--- src/rtl/serial_subtractor_ctrl.sv ---
// Bit-serial subtractor: one full_subtractor cell walks the operands LSB first,
// recirculating its borrow through a flop, and reports the result with a done pulse.

module full_subtractor (
  input  logic a,
  input  logic b,
  input  logic c,
  output logic d,
  output logic bor
);
  assign d   = a ^ b ^ c;
  assign bor = (~a & b) | (~(a ^ b) & c);
endmodule

module serial_subtractor_ctrl #(
  parameter int unsigned WIDTH = 8
) (
  input  logic             clk,
  input  logic             rst,
  input  logic             start,
  input  logic [WIDTH-1:0] in_a,
  input  logic [WIDTH-1:0] in_b,
  input  logic             bin,
  output logic             busy,
  output logic             done,
  output logic [WIDTH-1:0] diff,
  output logic             bout
);
  localparam int unsigned   CW   = $clog2(WIDTH) + 1;
  localparam logic [CW-1:0] LAST = CW'(WIDTH - 1);

  typedef enum logic [1:0] {IDLE, RUN, DONE} state_t;

  state_t           state_q, state_d;
  logic [WIDTH-1:0] sa, sb, sr, sr_next;
  logic             br;
  logic [CW-1:0]    cnt;
  logic             cell_d, cell_bor;
  logic             busy_d, done_d, last_bit;

  full_subtractor u_cell (
    .a  (sa[0]),
    .b  (sb[0]),
    .c  (br),
    .d  (cell_d),
    .bor(cell_bor)
  );

  // New difference bit enters at the MSB; also covers WIDTH == 1.
  assign sr_next  = WIDTH'({cell_d, sr} >> 1);
  assign last_bit = (cnt == LAST);

  // Next-state and registered-output decode.
  always_comb begin
    state_d = state_q;
    busy_d  = 1'b0;
    done_d  = 1'b0;
    case (state_q)
      IDLE:    if (start) state_d = RUN;
      RUN:     if (last_bit) state_d = DONE;
      DONE:    state_d = IDLE;
      default: state_d = IDLE;
    endcase
    busy_d = (state_d != IDLE);
    done_d = (state_d == DONE);
  end

  always_ff @(posedge clk) begin
    if (rst) begin
      state_q <= IDLE;
      busy    <= 1'b0;
      done    <= 1'b0;
      diff    <= '0;
      bout    <= 1'b0;
      sa      <= '0;
      sb      <= '0;
      sr      <= '0;
      br      <= 1'b0;
      cnt     <= '0;
    end else begin
      state_q <= state_d;
      busy    <= busy_d;
      done    <= done_d;
      case (state_q)
        IDLE: begin
          if (start) begin
            sa  <= in_a;
            sb  <= in_b;
            br  <= bin;
            cnt <= '0;
            sr  <= '0;
          end
        end
        RUN: begin
          sa  <= sa >> 1;
          sb  <= sb >> 1;
          sr  <= sr_next;
          br  <= cell_bor;
          cnt <= cnt + CW'(1);
          // Result is published only on the final bit.
          if (last_bit) begin
            diff <= sr_next;
            bout <= cell_bor;
          end
        end
        default: ;
      endcase
    end
  end
endmodule

--- config.mk ---
export PLATFORM = sky130hd
export DESIGN_NAME = serial_subtractor_ctrl
export DESIGN_NICKNAME = d
export VERILOG_FILES = /design/src/rtl/serial_subtractor_ctrl.sv
export SDC_FILE = /design/constraint.sdc
export NUM_CORES = 1
export LEC_CHECK = 0
export ABC_AREA = 1
export CORE_UTILIZATION = 35
export DETAILED_ROUTE_END_ITERATION = 12
export GPL_ROUTABILITY_DRIVEN = 0
export GPL_TIMING_DRIVEN = 0
export SLEW_MARGIN = 20
export SYNTH_ARGS = -nofsm -noshare
export SYNTH_HDL_FRONTEND = slang
export SYNTH_SLANG_ARGS = --single-unit
export TNS_END_PERCENT = 50
--- constraint.sdc ---
create_clock -name clk -period 2.9 [get_ports clk]
set_input_delay 0.58 -clock clk [delete_from_list [all_inputs] [get_ports clk]]
set_output_delay 0.58 -clock clk [all_outputs]
set_load 0.05 [all_outputs]
Word level (Yosys, flattened, before mapping)
Cells that the tools add are included.
- bits in registers: 42
- latch bits: 0
- memory bits (writable): 0
- ROM bits: 0
- output and inout port bits: 11
- logic and storage cells: 40
- memories: 0
- $add $sub $neg: 1
- multiply operators: 0
- div/mod/pow operators: 0
- magnitude comparators: 0
- equality and inequality tests: 4
- shift-type cells: 0
- multiplexer cells: 13
- bitwise gates (word level): 7
- reduce and logical (&&, ||, !) cells: 5
- operators with widths (cell ; count):
    $pmux W8 S2 ; 3
    $mux W8 ; 3
    $pmux W4 S2 ; 1
    $add A4 B1 Y4 const B ; 1
    $eq A4 B3 Y1 const B ; 1
    $mux W2 ; 2
    $mux W4 ; 1
    $pmux W2 S2 ; 1
    $reduce_and A2 Y1 ; 2
    $reduce_bool A2 Y1 ; 2
    $and A1 B1 Y1 ; 2
    $eq A2 B1 Y1 const B ; 1
    $eq A2 B2 Y1 const B ; 1
    $logic_not A2 Y1 ; 1
    $ne A2 B2 Y1 const B ; 1
    $not A1 Y1 ; 2
    $pmux W1 S2 ; 1
    $xor A1 B1 Y1 ; 2
    $mux W1 ; 1
    $or A1 B1 Y1 ; 1

Logic depth before layout (Yosys ltp)
Gate-level depths: netlist of the first run.
- depth in word-level cells: 5
- gate-level depth with buffers: 7
- depth with buffers taken out: 7

Modules after synthesis
A second synthesis of the first run with hierarchy kept.
- cell total of the unflattened synthesis: 247
- area total of the unflattened synthesis: 1730.4 um2
- by module, submodules not included (module ; times used ; cells an instance ; area an instance (um2) ; seq. area each (um2)):
    serial_subtractor_ctrl ; 1 ; 243 ; 1699.1 ; 820.8
    full_subtractor ; 1 ; 4 ; 31.3 ; 0.0

Least setup slack after synthesis of the first run
Ideal clock, no wire load.
- kind: input port to flip-flop
- start point: input start
- end point: register br
- data arrival time: 1.285 ns
- slack: 1.488 ns
- stages: 7
- cell sequence: buf_2 -> nand2_1 -> nand2_2 -> buf_4 -> nor2_1 -> nor2_1 -> nor2_1
- cells in the longest elaborated chain, start to end: 2
- ends and longest elaborated chain (what ; line ; text):
    start, declared ; 20 ; input logic start,
    $ne A2 B2 Y1 (no source line) ; - ;
    $reduce_and A2 Y1 (no source line) ; - ;
    end signal, assigned ; 89 ; br <= bin;
    end signal, assigned ; 98 ; br <= cell_bor;
    end, declared ; 36 ; logic br;
Every way passes these cells.
A chain may end at the register's enable or synchronous reset.

Worst setup path after layout of the first run
- start point: register diff[7]
- end point: output diff[7]
- RTL lines (what ; line ; text):
    start, declared ; 26 ; output logic [WIDTH-1:0] diff,
    start signal, assigned ; 102 ; diff <= sr_next;
No word-level cell between the ends.

==> results.txt, run 1 <==
Status: complete, no violations
DR WL/cell: 10.45 µm
Initial Util: 36.53%
WHS: 0.4730 ns
Std cell rows: 25
CTS Root Cell: clkbuf_8
Post-Synth Adder-Cell Area: 1.873%
Vias in the first global route: 1,502
Sink Count: 41
CP Depth: 1
Peak per-stage delay on the critical path: 0.81 ns
Peak supply drop: 0.2598 mV
Area leader, netlist: dfxtp_1
# setup viols final: 0
R2R cell count: 7
Largest net degree at the start of global routing: 13
Post-synth top area share: 47.26%
Max Slew Vio Count: 0
Register area: 820.8 µm²
RSZ-0062 raised after global routing: false
CTS tree: built
Reg2Reg Capture Point: diff[0]$_SDFFE_PP0P_
Crit-path cells: clkdlybuf4s50_1
Clock-pin transition on the worst setup and hold timing paths: 0.07 ns
Worst Path Buf+Inv: 1
Setup TNS: 0 ns
Vias per Instance: 4.465
Antenna Nets Post-Route: 0
Pwr Density: 492.2 nW/µm²
Drt drc: 0
# fillers: 516
Total CTS buffers: 5
Combinational family with the most area after synthesis: simple AND/OR/NAND/NOR gates
XOR/XNOR Fraction of Synth Area: 0%
Tcrit/Tclk final: 69.75%
Worst-Margin Slew: 0.5050 ns
Hold Crit Endpoint: diff[5]$_SDFFE_PP0P_
Clock buffer depth: 2
Initial DRT Pass Iterations: 4
Tmin final: 2.023 ns
Final setup margin: 0.8774 ns
Die Area: 5248 µm²
Cells on Worst Hold Path: 2
CP required: 2.32 ns
Most area-consuming cells after synthesis: dfxtp_1, nand2_1, nand3_1, nor2_1, inv_1
Antenna Cells: 0
Top delay family on crit path: buffers and inverters
Crit path DAT: 1.44 ns
Register area share after synthesis: 47.26%
Post-synth net total: 272
Area of the multi-input gates: 763.2 µm²
Clk_skew: 0.002204 ns
Peak fanout along the critical path: 2
Maxcap violations: 0
I/O Pins: 31
Worst Setup End Kind: output pin
DP Worst Slack: 1.199 ns
Synth Area in Compound Gates: 4.611%
#FFs+latches synth: 41
Leak: 0.9444 nW
Dpl hpwl: 2.592 mm
Post-CTS sizing: 0
PortBufs: 28
Rel. slew slack: 66.33%
R2r setup slk: 1.53 ns
Post-synthesis mux area share: 0%
Origin of the critical flop-to-flop path: cnt[0]$_SDFFE_PP0P_
Cells after Synth: 250
GRT Resource Usage Total: 16.64%
Clk_lat worst skew: 0.29 ns
Postcts setup bufs: 0
Gr ovfl total: 0
Power Total: 1.075 mW
H-tree level count: 2
Detailed-route via count: 1,576
Width of the die: 72.44 µm
Post-synth cell types: 16
Startpoint types: flop
Fraction of layout cells with a size suffix above 1: 7.343%
Final Hold Fails: 0
Wire length of the first global-routing pass: 6.720 mm
Hold path start: diff[5]$_SDFFE_PP0P_
Hold Crit Class: flop to flop
Hold Buf Count CTS: 0
Simple logic cell fraction of the synthesized area: 37.46%
Height of the die: 72.44 µm
Synthesis Warnings: 0
Initial antenna violation count: 0
Synthesis-to-layout area growth: 25.72%
WS Path Type: flop to output pin
Core area: 4755 µm²
Synthesized area: 1737 µm²
Slowest-stage cell, CP: clkdlybuf4s50_1
Peak Freq: 494.4 MHz
NumNets Final: 307
Average size of a mapped cell: 6.947 µm²
DR iter-0 viols: 74
Total wire length: 3.688 mm
CP Launch Point: diff[7]$_SDFFE_PP0P_
==> flip-flops by register name, indices dropped and copies added, names as in the netlist <==
name	flops
cnt	4
br	1
busy	1
diff	8
bout	1
sb	8
sr	7
done	1
sa	8
state_q	2
==> cell usage after synthesis <==
cell	n
nand2_2	1
a21oi_1	14
nand2_1	69
ha_1	1
dfxtp_1	41
clkbuf_1	1
buf_2	8
inv_1	22
buf_4	2
nand3_1	41
nor2_4	2
nor2_1	42
buf_1	2
fa_1	1
o21ai_0	2
inv_2	1
==> metal layers <==
metal / vias up / routed length [µm] / GRT usage, %
li1: 850 / - / -
met4: 0 / 70 / 7.190
met3: 7 / 110 / 3.750
met1: 699 / 1865 / 21.58
met2: 20 / 1641 / 26.58
met5: - / 0 / 0
==> power breakdown <==
part / leakage, nW / total [mW] / internal (mW) / switching, mW
Sequential: 0.334 / 0.591 / 0.581 / 0.00913
Combinational: 0.566 / 0.127 / 0.0536 / 0.0734
Clock: 0.0450 / 0.357 / 0.167 / 0.190
Total: 0.944 / 1.07 / 0.802 / 0.273
==> how the worst max path moves through the flow <==
stage	end	slack, ns
after CTS	diff[7]	0.86
final	diff[7]	0.88
after global placement	diff[7]	1.19
after floorplan	br$_SDFFE_PP0P_	1.49
after detailed placement	diff[0]	1.20
after global routing	diff[6]	0.82
==> cell usage in the layout (no fill, tap or decap) <==
| cell type | count |
|---|---|
| a21oi_1 | 14 |
| clkbuf_1 | 2 |
| inv_1 | 22 |
| nand3_1 | 41 |
| buf_1 | 2 |
| buf_4 | 2 |
| clkdlybuf4s50_1 | 28 |
| dfxtp_1 | 41 |
| nor2_4 | 2 |
| buf_2 | 8 |
| inv_2 | 1 |
| o21ai_0 | 2 |
| ha_1 | 1 |
| nor2_1 | 42 |
| nand2_1 | 69 |
| clkinv_2 | 2 |
| nand2_2 | 1 |
| fa_1 | 1 |
| clkbuf_8 | 5 |
==> through the flow <==
stage,utilization [%],instances,cell area [µm²]
after floorplan,-,250,1737
after global placement,44.18,345,2101
final,45.92,353,2183
after detailed placement,44.18,345,2101
after global routing,45.92,353,2183
after CTS,45.92,353,2183
==> cell families (layout without fill, tap and decap cells) <==
group           Yosys count  in the layout
compound gates           16             16
fa+ha+maj                 2              2
buf+inv                  36             72
flops                    41             41
simple gates            155            155
==> cell type report <==
class | instances | share of cell area [%]
clock inverter | 2 | 0.4585
buffer | 13 | 3.037
tap | 67 | 3.840
inverter | 23 | 3.954
sequential | 41 | 37.59
multi-input combinational | 173 | 34.96
timing repair buffer | 28 | 12.84
clock buffer | 6 | 3.324
Power figures use the tool's default switching activity.
==> run 2, diff against run 1 <==
- clock period: 2.9 -> 1.9 ns (I/O delays scaled with it)
==> results of run 2 <==
The final DEF is identical to that of run 1. Status: complete, no violations.
Among the figures that moved: setup slack after placement 1.199 ns -> 0.3990 ns; setup slack after layout 0.8774 ns -> 0.07736 ns; hold slack 0.4730 ns -> 0.3770 ns; register-to-register setup slack 1.53 ns -> 0.53 ns; end point of the worst hold path diff[5]$_SDFFE_PP0P_ -> sr[1]$_SDFFE_PP0P_; total power 1.075 mW -> 1.640 mW; worst IR drop on VDD 0.2598 mV -> 0.3966 mV
==> run 3, diff against run 2 <==
- ABC_AREA: 1 -> default
==> run 3 against run 2 <==
  * Clock power grew 33%
  * Wire length is 10% higher
  * Final cell count is 21% lower
  * Critical path depth stayed put
  * Sequential power rose by 2%
  * Clock skew rose by 0.0011 ns
  * Core utilization grew 0.56 points
  * Sequential share of layout area about the same
  * Combinational power is 8% higher
  * Critical path type unchanged
  * Largest power group unchanged
==> results.txt, run 3 <==
Clk_skew: 0.003269 ns (was 0.002204 ns)
Antenna Cells: 0 (unchanged)
Initial Util: 36.37% (was 36.53%)
#FFs+latches synth: 41 (unchanged)
CP required: 1.52 ns (about the same)
Max Slew Vio Count: 0 (unchanged)
Synthesis-to-layout area growth: 27.79% (was 25.72%)
Final Hold Fails: 0 (unchanged)
Vias in the first global route: 1,328 (was 1,502)
H-tree level count: 2 (unchanged)
Sink Count: 41 (unchanged)
Crit-path cells: clkdlybuf4s50_1 (unchanged)
Main flop type after synthesis: dfxtp_1 (unchanged)
Ys async rst share: 0% (unchanged)
Placed cell count: 271 (was 345)
Total wire length: 4.055 mm (was 3.688 mm)
Maxcap violations: 0 (unchanged)
Post-synth EDFFs: 0 (unchanged)
WS Path Type: flop to output pin (unchanged)
Reg2Reg Capture Point: diff[3]$_SDFFE_PP0P_ (was diff[0]$_SDFFE_PP0P_)
Synthesis Warnings: 0 (unchanged)
Pwr Density: 849.8 nW/µm² (was 751.3 nW/µm²)
Dpl hpwl: 2.750 mm (was 2.592 mm)
Vias per Instance: 5.341 (was 4.465)
Antenna Nets Post-Route: 0 (unchanged)
Top Registers: diff x8, sa x8, sb x8 (unchanged)
Post-synth top area share: 48.09% (was 47.26%)
Tmin final: 1.829 ns (was 1.823 ns)
Most common library cells after synthesis: dfxtp_1, nor2_1, a21oi_1, o21ai_0, o2bb2ai_1 (was nand2_1, nor2_1, dfxtp_1, nand3_1, inv_1)
R2r setup slk: 0.36 ns (was 0.53 ns)
Clock buffer depth: 2 (unchanged)
Final setup margin: 0.07105 ns (was 0.07736 ns)
DP Worst Slack: -0.05228 ns (was 0.3990 ns)
NumNets Final: 246 (was 307)
Origin of the critical flop-to-flop path: cnt[0]$_SDFFE_PP0P_ (unchanged)
Drt drc: 0 (unchanged)
Gr ovfl total: 0 (unchanged)
Peak fanout along the critical path: 2 (unchanged)
Wire length of the first global-routing pass: 6.706 mm (was 6.720 mm)
Setup TNS: 0 ns (unchanged)
Non-Filler Instances: 279 (was 353)
CTS Root Cell: clkbuf_8 (unchanged)
Height of the die: 71.83 µm (was 72.44 µm)
Total CTS buffers: 5 (unchanged)
RSZ-0062 raised after global routing: false (unchanged)
Hold Buf Count CTS: 0 (unchanged)
Cells after Synth: 188 (was 250)
Peak Freq: 546.8 MHz (was 548.7 MHz)
DR WL/cell: 14.53 µm (was 10.45 µm)
Most area-consuming cells after synthesis: dfxtp_1, a21oi_1, o2bb2ai_1, nor2_1, a22oi_1 (was dfxtp_1, nand2_1, nand3_1, nor2_1, inv_1)
CP Depth: 1 (unchanged)
Clk_lat worst skew: 0.29 ns (about the same)
Largest net degree at the start of global routing: 13 (unchanged)
Post-synth net total: 210 (was 272)
Most frequent cells in the layout: dfxtp_1, clkdlybuf4s50_1, nor2_1 (was nand2_1, nor2_1, nand3_1, dfxtp_1, clkdlybuf4s50_1)
DR iter-0 viols: 96 (was 74)
Post-CTS sizing: 0 (unchanged)
Width of the die: 71.83 µm (was 72.44 µm)
Startpoint types: flop (unchanged)
CTS tree: built (unchanged)
I/O Pins: 31 (unchanged)
Post-placement cell area: 2064 µm² (was 2101 µm²)
Clock-pin transition on the worst setup and hold timing paths: 0.08 ns (was 0.07 ns)
WHS: 0.4765 ns (was 0.3770 ns)
Postcts setup bufs: 0 (unchanged)
Tcrit/Tclk final: 96.26% (was 95.93%)
Post-synth cell types: 36 (was 16)
PortBufs: 29 (was 28)
Core area: 4692 µm² (was 4755 µm²)
Synthesized area: 1707 µm² (was 1737 µm²)
Peak supply drop: 0.4399 mV (was 0.3966 mV)
Status: complete, no violations (unchanged)
Crit path DAT: 1.45 ns (was 1.44 ns)
Worst Setup End Kind: output pin (unchanged)
Register area share after synthesis: 48.09% (was 47.26%)
Rel. slew slack: 66.77% (was 66.33%)
Std cell rows: 25 (unchanged)
Initial DRT Pass Iterations: 6 (was 4)
Detailed-route via count: 1,490 (was 1,576)
# setup viols final: 0 (unchanged)
Slowest-stage cell, CP: clkdlybuf4s50_1 (unchanged)
Average size of a mapped cell: 9.078 µm² (was 6.947 µm²)
Most frequent cell after synthesis: dfxtp_1 (was nand2_1)
GRT Resource Usage Total: 16.84% (was 16.64%)
Die Area: 5160 µm² (was 5248 µm²)
Area leader, netlist: dfxtp_1 (unchanged)
Fraction of layout cells with a size suffix above 1: 11.11% (was 7.343%)
Power Total: 1.853 mW (was 1.640 mW)
Setup crit end: diff[7] (unchanged)
Leak: 0.8133 nW (was 0.9444 nW)
Leading cell type in the layout, fill and taps excluded: dfxtp_1 (was nand2_1)
Peak per-stage delay on the critical path: 0.81 ns (about the same)
Initial antenna violation count: 0 (unchanged)
Hold Crit Class: flop to flop (was input port to flop)
R2R cell count: 5 (was 7)
Final Instance Area: 2181 µm² (was 2183 µm²)
Worst Path Buf+Inv: 1 (unchanged)
Worst-Margin Slew: 0.4984 ns (was 0.5050 ns)
Top delay family on crit path: buffers and inverters (unchanged)
Final Core Density: 46.48% (was 45.92%)
CP Launch Point: diff[7]$_SDFFE_PP0P_ (unchanged)
## run 3: final cells by class
| class | instances | area (µm²) |
|---|---|---|
| clock inverter | 1 | 30.03 |
| fill | 477 | 2511 |
| sequential | 41 | 820.8 |
| inverter | 5 | 18.77 |
| timing repair buffer | 29 | 290.3 |
| buffer | 16 | 81.33 |
| multi-input combinational | 126 | 785.8 |
| tap | 54 | 67.56 |
| clock buffer | 7 | 86.33 |
## run 3: logic make-up after synthesis
family                     Yosys count  share of synthesized area [%]
and+or+nand+nor                     49                          14.00
adders and majority gates            2                          1.906
muxes                                1                         0.5865
DFF                                 41                          48.09
AOI/OAI and AO/OA                   74                          29.55
buffers and inverters               21                          5.864
## run 3: worst reg2reg max path, stage by stage (launching register included)
cell	delay [ns]
dfxtp_1	0.37
ha_1	0.20
and4b_1	0.28
buf_2	0.25
a21oi_1	0.10
a31o_2	0.23
## run 3: power by group
| group | total, mW | switching [mW] | internal [mW] |
|---|---|---|---|
| logic | 0.209 | 0.111 | 0.0987 |
| registers | 0.917 | 0.0201 | 0.897 |
| clock network | 0.727 | 0.298 | 0.428 |
## run 3: worst min-delay path by stage
stage / start / end / slack [ns] / cells after the start
floorplan: sr[1]$_SDFFE_PP0P_ / diff[0]$_SDFFE_PP0P_ / 0.46 / 1
global placement: diff[4]$_SDFFE_PP0P_ / diff[4]$_SDFFE_PP0P_ / 0.46 / 2
detailed placement: diff[4]$_SDFFE_PP0P_ / diff[4]$_SDFFE_PP0P_ / 0.47 / 2
CTS: diff[4]$_SDFFE_PP0P_ / diff[4]$_SDFFE_PP0P_ / 0.48 / 2
global route: sr[1]$_SDFFE_PP0P_ / diff[0]$_SDFFE_PP0P_ / 0.52 / 1
finish: diff[4]$_SDFFE_PP0P_ / diff[4]$_SDFFE_PP0P_ / 0.48 / 2
## run 3: per-layer routing
layer	part of all wire (%)	track usage (%)	up-vias
li1	-	-	747
met3	5.5	3.376	7
met2	43	23.48	42
met1	50	25.81	694
met5	0	0	-
met4	1.1	5.229	0
